===== src/rtl/dlsc_demosaic_pkg.sv =====
// Shared demosaic definitions: Bayer pattern encodings and the per-site
// colour-component selector used by the demosaic cores and the mosaic block.
package dlsc_demosaic_pkg;

    typedef enum logic [1:0] {
        BAYER_RGGB = 2'd0,
        BAYER_GRBG = 2'd1,
        BAYER_GBRG = 2'd2,
        BAYER_BGGR = 2'd3
    } bayer_e;

    typedef enum logic [1:0] {
        COMP_RED   = 2'd0,
        COMP_GREEN = 2'd1,
        COMP_BLUE  = 2'd2
    } comp_e;

    // Phase bits are the site coordinates already folded with the pattern.
    function automatic comp_e bayer_comp(input logic px, input logic py);
        comp_e c;
        case ({py, px})
            2'b00:   c = COMP_RED;
            2'b11:   c = COMP_BLUE;
            default: c = COMP_GREEN;
        endcase
        return c;
    endfunction

endpackage


===== src/rtl/dlsc_demosaic_skid.sv =====
// Two-entry output skid buffer; in_ready comes only from registered state.
// The low CTRL payload bits are reset, the remaining data bits are not.
module dlsc_demosaic_skid #(
    parameter int WIDTH = 10,
    parameter int CTRL  = 2
) (
    input  logic             clk,
    input  logic             rst_n,
    output logic             in_ready,
    input  logic             in_valid,
    input  logic [WIDTH-1:0] in_data,
    input  logic             out_ready,
    output logic             out_valid,
    output logic [WIDTH-1:0] out_data
);
    logic [1:0]       cnt_q, cnt_d;
    logic             rdy_q;
    logic [WIDTH-1:0] e0_d, e1_d;
    logic [CTRL-1:0]  e0_ctl_q, e1_ctl_q;
    logic [WIDTH-1:CTRL] e0_dat_q, e1_dat_q;
    logic             push_s, pop_s;

    assign in_ready  = rdy_q && (cnt_q != 2'd2);
    assign out_valid = (cnt_q != 2'd0);
    assign out_data  = {e0_dat_q, e0_ctl_q};

    // Entry 0 is always the head; entry 1 only fills while the head is stalled.
    always_comb begin
        push_s = in_valid && in_ready;
        pop_s  = out_valid && out_ready;
        cnt_d  = cnt_q;
        e0_d   = {e0_dat_q, e0_ctl_q};
        e1_d   = {e1_dat_q, e1_ctl_q};
        case ({push_s, pop_s})
            2'b10: begin
                if (cnt_q == 2'd0) begin
                    e0_d = in_data;
                end else begin
                    e1_d = in_data;
                end
                cnt_d = cnt_q + 2'd1;
            end
            2'b01: begin
                e0_d  = {e1_dat_q, e1_ctl_q};
                cnt_d = cnt_q - 2'd1;
            end
            2'b11: begin
                if (cnt_q == 2'd1) begin
                    e0_d = in_data;
                end else begin
                    e0_d = {e1_dat_q, e1_ctl_q};
                    e1_d = in_data;
                end
            end
            default: begin
                cnt_d = cnt_q;
            end
        endcase
    end

    // Occupancy, ready and control flags.
    always_ff @(posedge clk or negedge rst_n) begin
        if (!rst_n) begin
            cnt_q    <= 2'd0;
            rdy_q    <= 1'b0;
            e0_ctl_q <= {CTRL{1'b0}};
            e1_ctl_q <= {CTRL{1'b0}};
        end else begin
            cnt_q    <= cnt_d;
            rdy_q    <= 1'b1;
            e0_ctl_q <= e0_d[CTRL-1:0];
            e1_ctl_q <= e1_d[CTRL-1:0];
        end
    end

    // Payload data, intentionally unreset.
    always_ff @(posedge clk) begin
        e0_dat_q <= e0_d[WIDTH-1:CTRL];
        e1_dat_q <= e1_d[WIDTH-1:CTRL];
    end

endmodule


===== src/rtl/dlsc_demosaic_mosaic.sv =====
// RGB to Bayer mosaic: picks one component per pixel from the frame position
// and the pattern latched at the start of each frame.
module dlsc_demosaic_mosaic
    import dlsc_demosaic_pkg::*;
#(
    parameter int DATA = 8,
    parameter int XB   = 12,
    parameter int YB   = 12
) (
    input  logic            clk,
    input  logic            rst_n,
    input  logic [XB-1:0]   cfg_width,
    input  logic [YB-1:0]   cfg_height,
    input  logic [1:0]      cfg_bayer,
    output logic            in_ready,
    input  logic            in_valid,
    input  logic [DATA-1:0] in_red,
    input  logic [DATA-1:0] in_green,
    input  logic [DATA-1:0] in_blue,
    input  logic            out_ready,
    output logic            out_valid,
    output logic [DATA-1:0] out_data,
    output logic            out_last,
    output logic            out_frame
);
    logic [XB-1:0]   x_q, x_d, wid_q, wid_d, eff_w_s;
    logic [YB-1:0]   y_q, y_d, hgt_q, hgt_d, eff_h_s;
    logic [1:0]      bay_q, bay_d, eff_b_s;
    logic            at_start_s, accept_s, last_s, frame_s, px_s, py_s;
    logic            skid_ready_s;
    logic [DATA-1:0] sel_s;
    logic [DATA+1:0] out_pl_s;

    assign in_ready = skid_ready_s;

    // At the frame origin the live config applies and is captured; after
    // that the shadow copy governs the rest of the frame.
    always_comb begin
        at_start_s = (x_q == {XB{1'b0}}) && (y_q == {YB{1'b0}});
        if (at_start_s) begin
            eff_w_s = cfg_width;
            eff_h_s = cfg_height;
            eff_b_s = cfg_bayer;
        end else begin
            eff_w_s = wid_q;
            eff_h_s = hgt_q;
            eff_b_s = bay_q;
        end
        wid_d    = eff_w_s;
        hgt_d    = eff_h_s;
        bay_d    = eff_b_s;
        accept_s = in_valid && skid_ready_s;
        px_s     = x_q[0] ^ eff_b_s[0];
        py_s     = y_q[0] ^ eff_b_s[1];
        case (bayer_comp(px_s, py_s))
            COMP_RED:  sel_s = in_red;
            COMP_BLUE: sel_s = in_blue;
            default:   sel_s = in_green;
        endcase
        last_s  = (x_q == eff_w_s);
        frame_s = last_s && (y_q == eff_h_s);
        x_d     = x_q;
        y_d     = y_q;
        if (accept_s) begin
            if (last_s) begin
                x_d = {XB{1'b0}};
                y_d = frame_s ? {YB{1'b0}} : (y_q + {{(YB-1){1'b0}}, 1'b1});
            end else begin
                x_d = x_q + {{(XB-1){1'b0}}, 1'b1};
            end
        end else begin
            x_d = x_q;
        end
    end

    // Position counters and shadow configuration.
    always_ff @(posedge clk or negedge rst_n) begin
        if (!rst_n) begin
            x_q   <= {XB{1'b0}};
            y_q   <= {YB{1'b0}};
            wid_q <= {XB{1'b0}};
            hgt_q <= {YB{1'b0}};
            bay_q <= 2'd0;
        end else begin
            x_q   <= x_d;
            y_q   <= y_d;
            wid_q <= wid_d;
            hgt_q <= hgt_d;
            bay_q <= bay_d;
        end
    end

    dlsc_demosaic_skid #(
        .WIDTH (DATA + 2),
        .CTRL  (2)
    ) u_skid (
        .clk       (clk),
        .rst_n     (rst_n),
        .in_ready  (skid_ready_s),
        .in_valid  (in_valid),
        .in_data   ({sel_s, last_s, frame_s}),
        .out_ready (out_ready),
        .out_valid (out_valid),
        .out_data  (out_pl_s)
    );

    assign out_data  = out_pl_s[DATA+1:2];
    assign out_last  = out_pl_s[1];
    assign out_frame = out_pl_s[0];

endmodule


===== config.mk =====
export PLATFORM = sky130hd
export DESIGN_NAME = dlsc_demosaic_mosaic
export DESIGN_NICKNAME = d
export VERILOG_FILES = /design/src/rtl/dlsc_demosaic_pkg.sv /design/src/rtl/dlsc_demosaic_skid.sv /design/src/rtl/dlsc_demosaic_mosaic.sv
export SDC_FILE = /design/constraint.sdc
export NUM_CORES = 1
export LEC_CHECK = 0
export BUFFER_PORTS_ARGS = -buffer_cell sky130_fd_sc_hd__buf_2
export CORE_UTILIZATION = 35
export DETAILED_ROUTE_END_ITERATION = 10
export GPL_ROUTABILITY_DRIVEN = 0
export HOLD_SLACK_MARGIN = 0.08
export PLACE_DENSITY = 0.59
export RECOVER_POWER = 100
export SLEW_MARGIN = 20
export SYNTH_ARGS = -nofsm -noshare
export SYNTH_HDL_FRONTEND = slang
export SYNTH_SLANG_ARGS = --single-unit
export TNS_END_PERCENT = 1

===== constraint.sdc =====
create_clock -name clk -period 3.5 [get_ports clk]
set_input_delay 0.175 -clock clk [delete_from_list [all_inputs] [get_ports clk]]
set_output_delay 0.175 -clock clk [all_outputs]
set_load 0.02 [all_outputs]

After elaboration in Yosys (flattened, before gate mapping)

Cells that the tools add are included.

Register bits after elaboration: 73
Bits of input ports: 54
Output and inout bits: 12
Word-level logic and storage cells: 60

$add $sub $neg: 4
Equal/unequal tests: 12
Mux-type cells: 14
Bitwise operators: 2
Reduce and logical (&&, ||, !) cells: 17

Operators with widths:

| operator                                               | number |
|---|---|
| two-way mux 12 bit                                     | 4 |
| two-way mux 10 bit                                     | 4 |
| case mux 10 bit (3 select lines)                       | 1 |
| adder 12 x 1 -> 12 bit (second input constant)         | 2 |
| == test 12 bit                                         | 2 |
| zero test 12 bit                                       | 2 |
| case mux 10 bit (2 select lines)                       | 1 |
| case mux 8 bit (2 select lines)                        | 1 |
| == test 2 bit (second input constant)                  | 4 |
| case mux 2 bit (2 select lines)                        | 2 |
| zero test 2 bit                                        | 3 |
| inequality test 2 bit (second input constant)          | 3 |
| nonzero test 2 bit                                     | 3 |
| logical AND 1 bit                                      | 5 |
| == test 2 x 1 -> 1 bit (second input constant)         | 2 |
| AND reduction 2 bit                                    | 2 |
| AND reduction 3 bit                                    | 1 |
| nonzero test 3 bit                                     | 1 |
| adder 2 x 1 -> 2 bit (second input constant)           | 1 |
| two-way mux 2 bit                                      | 1 |
| inequality test 2 x 1 -> 1 bit (second input constant) | 1 |
| subtractor 2 x 1 -> 2 bit (second input constant)      | 1 |
| bitwise XOR 1 bit                                      | 2 |

Logic depth before layout (Yosys ltp)

Gate-level depths: netlist of run 1.

Depth in word-level cells: 10
Mapped depth: 14
Depth with buffers taken out: 12

By module

A second synthesis of run 1 with hierarchy kept.

Cell total of the unflattened synthesis: 449
Area total of the unflattened synthesis: 4289.1 um2

Modules (own cells, without submodules):

| module               | times used | cells each | area each (um2) | sequential area each (um2) |
|---|---|---|---|---|
| dlsc_demosaic_mosaic | 1          | 379        | 3278.1          | 1251.2 |
| dlsc_demosaic_skid   | 1          | 70         | 1011.0          | 655.6 |

Worst setup path after synthesis of run 1

Ideal clock, no wire load.

Path type: register -> register
Start point: reg y_q[0]
End point: reg y_q[2]
Setup time: 0.119 ns
Arrival time: 3.056 ns
Data required time: 3.381 ns
Setup slack: 0.325 ns
Cell stages (with the launch flop): 12
Buffers on the path: 1
Period minus slack after synthesis: 3.175 ns
Cells stage by stage: dfrtp_1 > inv_1 > ha_1 > nor4b_1 > nand4_1 > nor2_4 > mux2_2 > a211oi_1 > nand4_4 > clkbuf_1 > a22oi_2 > a21bo_1

Word-level cells in the longest chain between the ends: 6
Elaborated cells between the ends (all ways): 10
Those cells by class: 1 x add/sub; 2 x eq/ne; 3 x mux; 4 x reduce/logical

Ends and longest elaborated chain:

| element                  | RTL line                   | text |
|---|---|---|
| start: declaration       | dlsc_demosaic_mosaic.sv:27 | `logic [YB-1:0] y_q, y_d, hgt_q, hgt_d, eff_h_s;` |
| start signal: assignment | dlsc_demosaic_mosaic.sv:80 | `y_q <= {YB{1'b0}};` |
| start signal: assignment | dlsc_demosaic_mosaic.sv:86 | `y_q <= y_d;` |
| zero test 12 bit *       | dlsc_demosaic_mosaic.sv:39 | `at_start_s = (x_q == {XB{1'b0}}) && (y_q == {YB{1'b0}});` |
| logical AND 1 bit *      | dlsc_demosaic_mosaic.sv:39 |  |
| two-way mux 12 bit *     | dlsc_demosaic_mosaic.sv:40 | `if (at_start_s) begin` |
| named net eff_w_s[6]     | dlsc_demosaic_mosaic.sv:26 | `logic [XB-1:0] x_q, x_d, wid_q, wid_d, eff_w_s;` |
| == test 12 bit *         | dlsc_demosaic_mosaic.sv:60 | `last_s = (x_q == eff_w_s);` |
| logical AND 1 bit        | dlsc_demosaic_mosaic.sv:61 | `frame_s = last_s && (y_q == eff_h_s);` |
| two-way mux 12 bit       | dlsc_demosaic_mosaic.sv:67 | `y_d = frame_s ? {YB{1'b0}} : (y_q + {{(YB-1){1'b0}}, 1'b1});` |

Mark *: on every way through the listed nets, which the timed path passes. The rest lies on a longest branch.
A chain may end at the register's enable or synchronous reset.

Worst setup path in the final report of run 1

Start point: reg y_q[1]
End point: reg y_q[3]

Word-level cells in the longest chain between the ends: 6
Elaborated cells between the ends (all ways): 10
Those cells by class: 1 x add/sub; 2 x eq/ne; 3 x mux; 4 x reduce/logical

Ends and longest elaborated chain:

| element                           | RTL line |
|---|---|
| zero test 12 bit                  | dlsc_demosaic_mosaic.sv:39 |
| logical AND 1 bit                 | dlsc_demosaic_mosaic.sv:39 |
| two-way mux 12 bit                | dlsc_demosaic_mosaic.sv:40 |
| == test 12 bit (on tied branches) | dlsc_demosaic_mosaic.sv:60, dlsc_demosaic_mosaic.sv:61 |
| logical AND 1 bit                 | dlsc_demosaic_mosaic.sv:61 |
| two-way mux 12 bit                | dlsc_demosaic_mosaic.sv:67 |

Parallel ways exist; a longest one is shown, timed or not.

==> metrics, run 1 <==
final worst path period share 96.0%; maximum vdd drop 301 µV; core area 11000 µm²; die area 12000 µm²; Crit. path cell count 11; total length of routed met2 wires 4950 µm; CP cell instances inv_1 > ha_1 > nor4b_2 > nand4_1 > clkbuf_4 > o21ai_0 > mux2i_1 > a211o_1 > or4_4 > nor2b_4 > a221o_1; Power Total 2.68 mW; minimum clock period 3.36 ns; required time worst endpoint 3.72 ns; Worst Path Buf+Inv 2; Die X 109 µm; Site Rows 38; Synth cell types 61; met3 wire len 503 µm; Post-synth top flop dfrtp_1; Worst Max-Slew Pin Slew 1.42 ns; reg-to-reg endpoint y_q[3]; first-pass GRT wire length 16400 µm; Max Cap Violations 0; Max Slew Vio Count 0; Yosys warning total 0; Layout fillers 1087; Max FO, Critical Path 13; RSZ-0062 raised after global routing no; htree depth 3; fmax 0.298 GHz; Worst EP arrival 3.58 ns; hold-critical path endpoint wid_q[1]; CP max-delay cell or4_4; Cell Area, Synth 4030 µm²; # IOs 66; I/O Buffers 65; CP peak stage delay 0.54 ns; Worst slew margin 5.49%; sequential element share of the synthesized area 47.3%; leakage 2.25 nW; Area Overhead vs Synth 22.9%; cell class contributing the biggest share of worst-path delay simple AND/OR/NAND/NOR gates; vias in the first global route 3380; Worst Hold Depth 3; starting DRC count in detailed routing 130; Wirelength per Cell 15.6 µm; R2R cell count 11; async set-reset flop share out of synthesis 78.1%; initial core utilization 36.6%; Mapped Nets 490; synthesized instance count 424; share of post-route cells with drive strength above 1 18.7%; Clock Sinks 73; Antenna Nets Post-Route 0; GR Util All Layers 18.0%; DRT Pass-1 Iters 5; Max clock buf depth 2; Final setup viols 0; post-detail-place hpwl 7560 µm; routed vias/inst 5.31; CTS root buffer clkbuf_16; Synth Register Bits 73; Hold WC Path Type input port to register; PD cells 540 nW/µm²; Worst Skew 0.00601 ns; initial antenna violation count 0; number of remaining DRC errors 0; GRT Residual Overflow 0; Final #Nets 575; DRT met1 WL 4550 µm; Setup TNS 0 ns; Antenna Cells 0; largest net degree at the start of global routing 58; Hold Fails Final Rpt 0; EDFF count, synth 16; RR Startpoint y_q[1]; R2R Setup Slk 0.14 ns; die height 109 µm; CTS tree yes; max layer used met4; Syn Area/Cell 9.51 µm²; nature of the critical path endpoint register; Util after Layout 44.9%; Clk pin slew, worst setup/hold paths 0.06 ns; status finished, final reports clean; CP startpoint kind register; Hold Path Origin cfg_width[1]; Routed WL 10200 µm; Vias 3471; Worst-Skew Late Latency 0.34 ns; CTS buffer count 9; kind of critical path register to register
==> per-layer routing <==
layer	vias to the layer above	global-route usage (%)
li1	1694	-
met4	0	8.38
met1	1647	23.3
met3	15	2.67
met5	-	0
met2	115	29.6
==> through the flow <==
stage	instance area [µm²]	setup slack, ns	hold slack [ns]	cells
final	4960	0.140	0.0754	654
after global routing	4960	0.00609	0.0870	654
after CTS	4960	0.0629	0.0803	653
after detailed placement	4520	0.0687	0.373	623
after global placement	4520	0.190	0.366	623
after floorplan	4030	0.325	-0.121	424
==> worst min-delay path: stages <==
cell,delay (ns)
buf_2,0.10
nand2_1,0.05
nand2_1,0.05
==> synth_stat cells (all sizes together), types with 6 or more instances <==
master,count,area share (%)
a21o,6,1.1
a21oi,11,1.4
a22o,16,3.5
a22oi,9,1.8
and3,6,0.93
buf,8,1.6
clkbuf,10,0.93
dfrtp,57,35
edfxtp,16,12
ha,12,3.7
inv,38,3.5
mux2i,6,1.5
nand2,68,6.4
nand3,14,1.7
nand4,6,1.3
nor2,23,2.3
nor3,6,0.74
nor4,6,0.93
o21ai,29,3.6
xnor2,7,1.5
==> final cells by class <==
| class | count | area (µm²) | area share [%] |
|---|---|---|---|
| clock inverter | 7 | 68.8 | 1.39 |
| sequential | 73 | 1910 | 38.5 |
| clock buffer | 9 | 225 | 4.54 |
| tap | 140 | 175 | 3.53 |
| inverter | 38 | 143 | 2.88 |
| multi-input combinational | 295 | 1890 | 38.2 |
| timing repair buffer | 92 | 546 | 11.0 |
==> placed cells by master (no fill, tap or decap), drive strengths merged, types with 5 or more instances in the layout <==
cell type / count
a21o: 6
dfrtp: 57
nand4: 6
clkbuf: 23
nor2: 23
buf: 64
a22o: 16
inv: 39
edfxtp: 16
a31oi: 5
o21ai: 29
nand2: 68
ha: 12
nor3: 6
a21oi: 11
dlygate4sd3: 14
nor4: 6
xnor2: 7
o22ai: 5
and3: 6
nand3: 14
nand2b: 5
a22oi: 9
mux2i: 6
nor2b: 5
==> logic make-up after synthesis <==
kind of cell / share of synthesized area [%]
adders and majority gates: 3.72
DFF: 47.3
muxes: 2.61
buffers and inverters: 6.08
xor gates and xnor gates: 2.39
other: 0.0930
AOI/OAI and AO/OA: 19.8
and+or+nand+nor: 18.0
==> power breakdown <==
part	total (mW)	internal (mW)	switching (mW)
combinational	0.679	0.257	0.422
clock	0.912	0.550	0.362
sequential	1.08	1.01	0.0707
total	2.68	1.82	0.855
==> what timing repair did <==
action	CTS	global route
resized for setup	0	4
endpoints found under the hold margin	70	0
hold buffers	14	0
setup buffers	0	1
endpoints found under the setup margin	0	37
==> worst max-delay path by stage <==
stage / from / to / slack (ns)
2_1_floorplan: y_q[0] / y_q[2] / 0.33
3_3_place_gp: y_q[1] / u_skid.e0_dat_q[3] / 0.19
3_5_place_dp: y_q[1] / u_skid.e0_dat_q[3] / 0.07
4_1_cts: y_q[1] / u_skid.e0_dat_q[3] / 0.06
5_1_grt: y_q[1] / x_q[4] / 0.006
6_report: y_q[1] / y_q[3] / 0.14
==> flip-flops by register name, summed over array words and instances, names as in the netlist <==
signal	cells
x_q	12
u_skid.e0_dat_q	8
wid_q	12
u_skid.e1_dat_q	8
u_skid.rdy_q	1
u_skid.e1_ctl_q	2
hgt_q	12
u_skid.cnt_q	2
bay_q	2
u_skid.e0_ctl_q	2
y_q	12
Note: power is estimated with default switching activity, not from simulation.
==> run 2: changes to the inputs <==
--- a/config.mk
+++ b/config.mk
@@ -11,7 +11,6 @@
 export GPL_ROUTABILITY_DRIVEN = 0
 export HOLD_SLACK_MARGIN = 0.08
 export PLACE_DENSITY = 0.59
-export RECOVER_POWER = 100
 export SLEW_MARGIN = 20
 export SYNTH_ARGS = -nofsm -noshare
 export SYNTH_HDL_FRONTEND = slang
==> run 2 against run 1 <==
Net effect: flip-flop and latch count unchanged; clock power hardly changed; clock skew about the same; total power up 0.39%; sequential share of layout area decreased by 0.16 points; critical endpoint unchanged; sequential power about the same; hold slack got worse by 0.0012 ns; via count hardly changed; die area did not move; critical path type unchanged.
==> metrics, run 2 (synthesis results as in run 1) <==
status finished, final reports clean; Clock Sinks 73 (unchanged); Max Slew Vio Count 0 (unchanged); number of remaining DRC errors 0 (unchanged); R2R Setup Slk 0.14 ns (about the same); # IOs 66 (unchanged); Antenna Nets Post-Route 0 (unchanged); I/O Buffers 65 (unchanged); vias in the first global route 3380 (unchanged); Util after Layout 45.1% (+0.19 points); initial antenna violation count 0 (unchanged); Place WS 0.0687 ns (unchanged); RR Startpoint y_q[1]; Worst-Skew Late Latency 0.34 ns (about the same); CTS tree yes; fmax 0.298 GHz (about the same); hold-critical path endpoint wid_q[1]; CTS root buffer clkbuf_16; first-pass GRT wire length 16400 µm (unchanged); reg-to-reg endpoint y_q[3]; kind of critical path register to register; R2R cell count 11 (unchanged); Site Rows 38 (unchanged); Worst Skew 0.00556 ns (-0.000450 ns); share of post-route cells with drive strength above 1 21.4% (+2.7 points); nature of the critical path endpoint register; routed vias/inst 5.30 (about the same); most common cell after layout, fill and taps aside nand2_1; DRT Pass-1 Iters 5 (unchanged); maximum vdd drop 312 µV (+3.8%); Wirelength per Cell 15.4 µm (-0.85%); commonest non-fill, non-tap cells in the layout 67 x nand2_1, 65 x buf_2, 57 x dfrtp_1, 38 x inv_1, 29 x o21ai_0; Worst Max-Slew Pin Slew 0.728 ns (-0.689 ns); Max FO, Critical Path 13 (unchanged); core area 11000 µm² (unchanged); Vias 3469 (-0.058%); die area 12000 µm² (unchanged); Max clock buf depth 2 (unchanged); Power Total 2.69 mW (+0.39%); Worst EP arrival 3.58 ns (about the same); CP startpoint kind register; GRT Residual Overflow 0 (unchanged); Final #Nets 575 (unchanged); htree depth 3 (unchanged); Non-Filler Instances 654 (unchanged); Hold Path Origin cfg_width[1]; Placed Cells 623 (unchanged); Clk pin slew, worst setup/hold paths 0.06 ns (about the same); minimum clock period 3.36 ns (-0.000856 ns); Setup TNS 0 ns (unchanged); Worst Hold Depth 3 (unchanged); die height 109 µm (unchanged); Final setup viols 0 (unchanged); leakage 2.29 nW (+1.7%); Final Worst Setup Slack 0.141 ns (+0.000856 ns); initial core utilization 36.6% (unchanged); PD cells 540 nW/µm² (about the same); RSZ-0062 raised after global routing no; final worst path period share 96.0% (about the same); Hold WC Path Type input port to register; Worst slew margin 51.4% (+46 points); GR Util All Layers 18.0% (unchanged); largest net degree at the start of global routing 58 (unchanged); Antenna Cells 0 (unchanged); Layout fillers 1077 (-0.92%); required time worst endpoint 3.72 ns (about the same); Die X 109 µm (unchanged); post-detail-place hpwl 7560 µm (unchanged); starting DRC count in detailed routing 144 (+11%); Max Cap Violations 0 (unchanged); Hold Fails Final Rpt 0 (unchanged); CTS buffer count 9 (unchanged); Routed WL 10100 µm (-0.85%); Area Overhead vs Synth 23.4%
run 2: layer usage:
layer	routed length, µm	up-vias	GRT usage (%)
met2	4950	115	29.6
met1	4490	1646	23.3
met5	0	-	0
li1	-	1693	-
met3	476	15	2.67
met4	176	0	8.38
run 2: layout make-up:
| class | instances | area, µm² | share of cell area, % |
|---|---|---|---|
| clock inverters | 7 | 68.8 | 1.38 |
| inverters | 38 | 143 | 2.87 |
| repair buffers | 92 | 563 | 11.3 |
| flip-flops and latches | 73 | 1910 | 38.3 |
| well taps | 140 | 175 | 3.52 |
| clock buffers | 9 | 225 | 4.52 |
| multi-input cells | 295 | 1900 | 38.1 |
run 2: worst max path at each step:
stage            from                 end  slack, ns
2_1_floorplan  y_q[0]              y_q[2]       0.33
3_5_place_dp   y_q[1]  u_skid.e0_dat_q[3]       0.07
3_3_place_gp   y_q[1]  u_skid.e0_dat_q[3]       0.19
4_1_cts        y_q[1]  u_skid.e0_dat_q[3]       0.06
5_1_grt        y_q[1]              x_q[4]      0.006
6_report       y_q[1]              y_q[3]       0.14
run 2: metrics by stage:
stage               area (µm²)  hold WS [ns]
global route              4980        0.0870
global placement          4520         0.366
detailed placement        4520         0.373
floorplan                 4030        -0.121
CTS                       4960        0.0803
finish                    4980        0.0742
run 2: timing repair:
item	CTS	global route
hold buffers	14	0
gates resized for setup	0	4
hold endpoints to repair	70	0
endpoints found under the setup margin	0	37
setup buffers	0	1
run 2: power breakdown:
group	total, mW	internal, mW	switching (mW)
clock network	0.911	0.550	0.361
logic	0.692	0.271	0.421
registers	1.08	1.01	0.0696
total	2.69	1.83	0.851
run 2: critical path: stages, from the launching register on:
cell and delay [ns]:
dfrtp_1 0.41, inv_1 0.16, ha_1 0.16, nor4b_2 0.25, nand4_1 0.21, buf_4 0.20, o21ai_0 0.34, mux2i_1 0.15
a211o_1 0.30, or4_4 0.54, nor2b_4 0.22, a221o_1 0.31
==> run 3: changes to the inputs <==
--- a/config.mk
+++ b/config.mk
@@ -6,6 +6,7 @@
 export NUM_CORES = 1
 export LEC_CHECK = 0
 export BUFFER_PORTS_ARGS = -buffer_cell sky130_fd_sc_hd__buf_2
+export CORE_MARGIN = 2
 export CORE_UTILIZATION = 35
 export DETAILED_ROUTE_END_ITERATION = 10
 export GPL_ROUTABILITY_DRIVEN = 0
==> run 3 against run 2 <==
Net effect: combinational power barely moved; fmax rose by 0.58%; routed wire length rose by 2.5%; final cell count rose by 1.7%; sequential share of layout area fell by 0.58 points; total power rose by 1.2%; non-clock buffer count rose by 8; sequential power barely moved; critical path depth did not move; critical path type unchanged; largest power group unchanged.
==> metrics, run 3 (synthesis results as in run 1) <==
status finished, final reports clean; R2R cell count 11 (unchanged); Hold WC Path Type input port to register; nature of the critical path endpoint register; DRT Pass-1 Iters 5 (unchanged); CTS tree yes; CTS root buffer clkbuf_16; RSZ-0062 raised after global routing no; CP cell instances inv_1 > ha_1 > nor4b_2 > nand4_1 > nor2_4 > buf_4 > mux2i_1 > o221ai_1 > or4_4 > nor2b_4 > a221o_1; Final #Nets 583 (+1.4%); Final Worst Setup Slack 0.161 ns (+0.0194 ns); Max clock buf depth 2 (unchanged); minimum clock period 3.34 ns (-0.0193 ns); CTS buffer count 9 (unchanged); Routed WL 10300 µm (+2.5%); most common cell after layout, fill and taps aside nand2_1; Max FO, Critical Path 13 (unchanged); worst setup path endpoint y_q[3]; maximum vdd drop 266 µV (-15%); RR Startpoint y_q[1]; die area 12400 µm² (+3.7%); kind of critical path register to register; die height 111 µm (+1.8%); Worst Max-Slew Pin Slew 0.836 ns (+0.107 ns); CP max-delay cell or4_4; Area Overhead vs Synth 25.3%; post-detail-place hpwl 7810 µm (+3.2%); required time worst endpoint 3.71 ns (about the same); core area 11300 µm² (+2.6%); R2R Setup Slk 0.16 ns (+0.02 ns); Max Slew Vio Count 0 (unchanged); routed vias/inst 5.28 (-0.49%); Place WS 0.0872 ns (+0.0185 ns); CP startpoint kind register; Vias 3510 (+1.2%); vias in the first global route 3578 (+5.9%); Die X 111 µm (+1.8%); leakage 2.34 nW (+2.2%); Layout fillers 1074 (-0.28%); final worst path period share 95.4% (-0.55 points); commonest non-fill, non-tap cells in the layout 67 x nand2_1, 65 x buf_2, 57 x dfrtp_1, 38 x inv_1, 29 x o21ai_0; initial core utilization 35.6% (-0.94 points); GRT Residual Overflow 0 (unchanged); number of remaining DRC errors 0 (unchanged); reg-to-reg endpoint y_q[3]; I/O Buffers 65 (unchanged); Hold Fails Final Rpt 0 (unchanged); # IOs 66 (unchanged); fmax 0.299 GHz (+0.58%); initial antenna violation count 0 (unchanged); Worst-Skew Late Latency 0.33 ns (about the same); Clock Sinks 73 (unchanged); starting DRC count in detailed routing 172 (+19%); GR Util All Layers 17.3% (-0.63 points); Max Cap Violations 0 (unchanged); Wirelength per Cell 15.6 µm (+0.76%); Util after Layout 44.7% (-0.48 points); largest net degree at the start of global routing 37 (-36%); Antenna Nets Post-Route 0 (unchanged); Setup TNS 0 ns (unchanged); share of post-route cells with drive strength above 1 22.4% (+1.0 points); PD cells 538 nW/µm² (-0.29%); crit path from y_q[1]; Antenna Cells 0 (unchanged); Worst slew margin 44.3% (-7.2 points); Site Rows 39 (+2.6%); Clk pin slew, worst setup/hold paths 0.06 ns (about the same); Final setup viols 0 (unchanged); Worst Skew 0.00732 ns (+0.00176 ns); first-pass GRT wire length 17500 µm (+6.9%); CP peak stage delay 0.66 ns (+0.12 ns); Worst EP arrival 3.55 ns (-0.03 ns); htree depth 3 (unchanged)
## run 3: changes by cell type in the layout (fill, tap and decap cells not counted), sizes merged
cell    delta
buf        +8
inv        +3
clkinv     -3
## run 3: how the worst min path moves through the flow
stage,slack [ns],from,endpoint,cells after the start
after floorplan,-0.12,rst_n,bay_q[0],0
after global routing,0.11,cfg_height[11],hgt_q[11],3
after CTS,0.08,cfg_width[9],wid_q[9],3
after global placement,0.34,rst_n,wid_q[11],1
final,0.09,cfg_width[9],wid_q[9],3
after detailed placement,0.33,rst_n,hgt_q[5],1
## run 3: cell type report
cell class / count / area, µm² / area share (%)
clock buffer: 9 / 225 / 4.46
clock inverter: 7 / 83.8 / 1.66
inverter: 38 / 143 / 2.82
multi-input combinational: 295 / 1890 / 37.5
sequential: 73 / 1910 / 37.7
tap: 143 / 179 / 3.54
timing repair buffer: 100 / 623 / 12.3
## run 3: timing repair
action | 4_1_cts | 5_1_grt
endpoints found under the setup margin | 0 | 22
hold endpoints to repair | 48 | 0
resized for setup | 0 | 2
hold buffers | 14 | 0
buffers inserted | 0 | 2
## run 3: per-layer routing
layer | GRT usage (%) | wire [µm] | vias to the layer above
met4 | 6.09 | 227 | 0
met2 | 29.4 | 5040 | 126
met3 | 3.97 | 510 | 22
met1 | 21.9 | 4560 | 1654
met5 | 0 | 0 | -
li1 | - | - | 1708
## run 3: where the power goes
group / internal, mW / switching, mW
Clock: 0.565 / 0.382
Sequential: 1.01 / 0.0679
Combinational: 0.269 / 0.422
Total: 1.85 / 0.872
## run 3: critical path, delay by kind of cell, from the launching register on
kind                     cells  cell delay (ns)
flip-flops                   1             0.42
multiplexers                 1             0.25
adder cells (fa/ha/maj)      1             0.16
AO/OA/AOI/OAI                2             0.45
buffers and inverters        2             0.32
AND/OR/NAND/NOR              5             1.60
## run 3: through the flow
| step | instances | power (mW) | hold WS (ns) | instance area [µm²] |
|---|---|---|---|---|
| after global placement | 633 | 1.77 | 0.337 | 4580 |
| after detailed placement | 633 | 1.78 | 0.332 | 4580 |
| final | 665 | 2.72 | 0.0876 | 5050 |
| after floorplan | 424 | 1.55 | -0.121 | 4030 |
| after CTS | 663 | 2.74 | 0.0801 | 5030 |
| after global routing | 665 | 2.89 | 0.106 | 5050 |
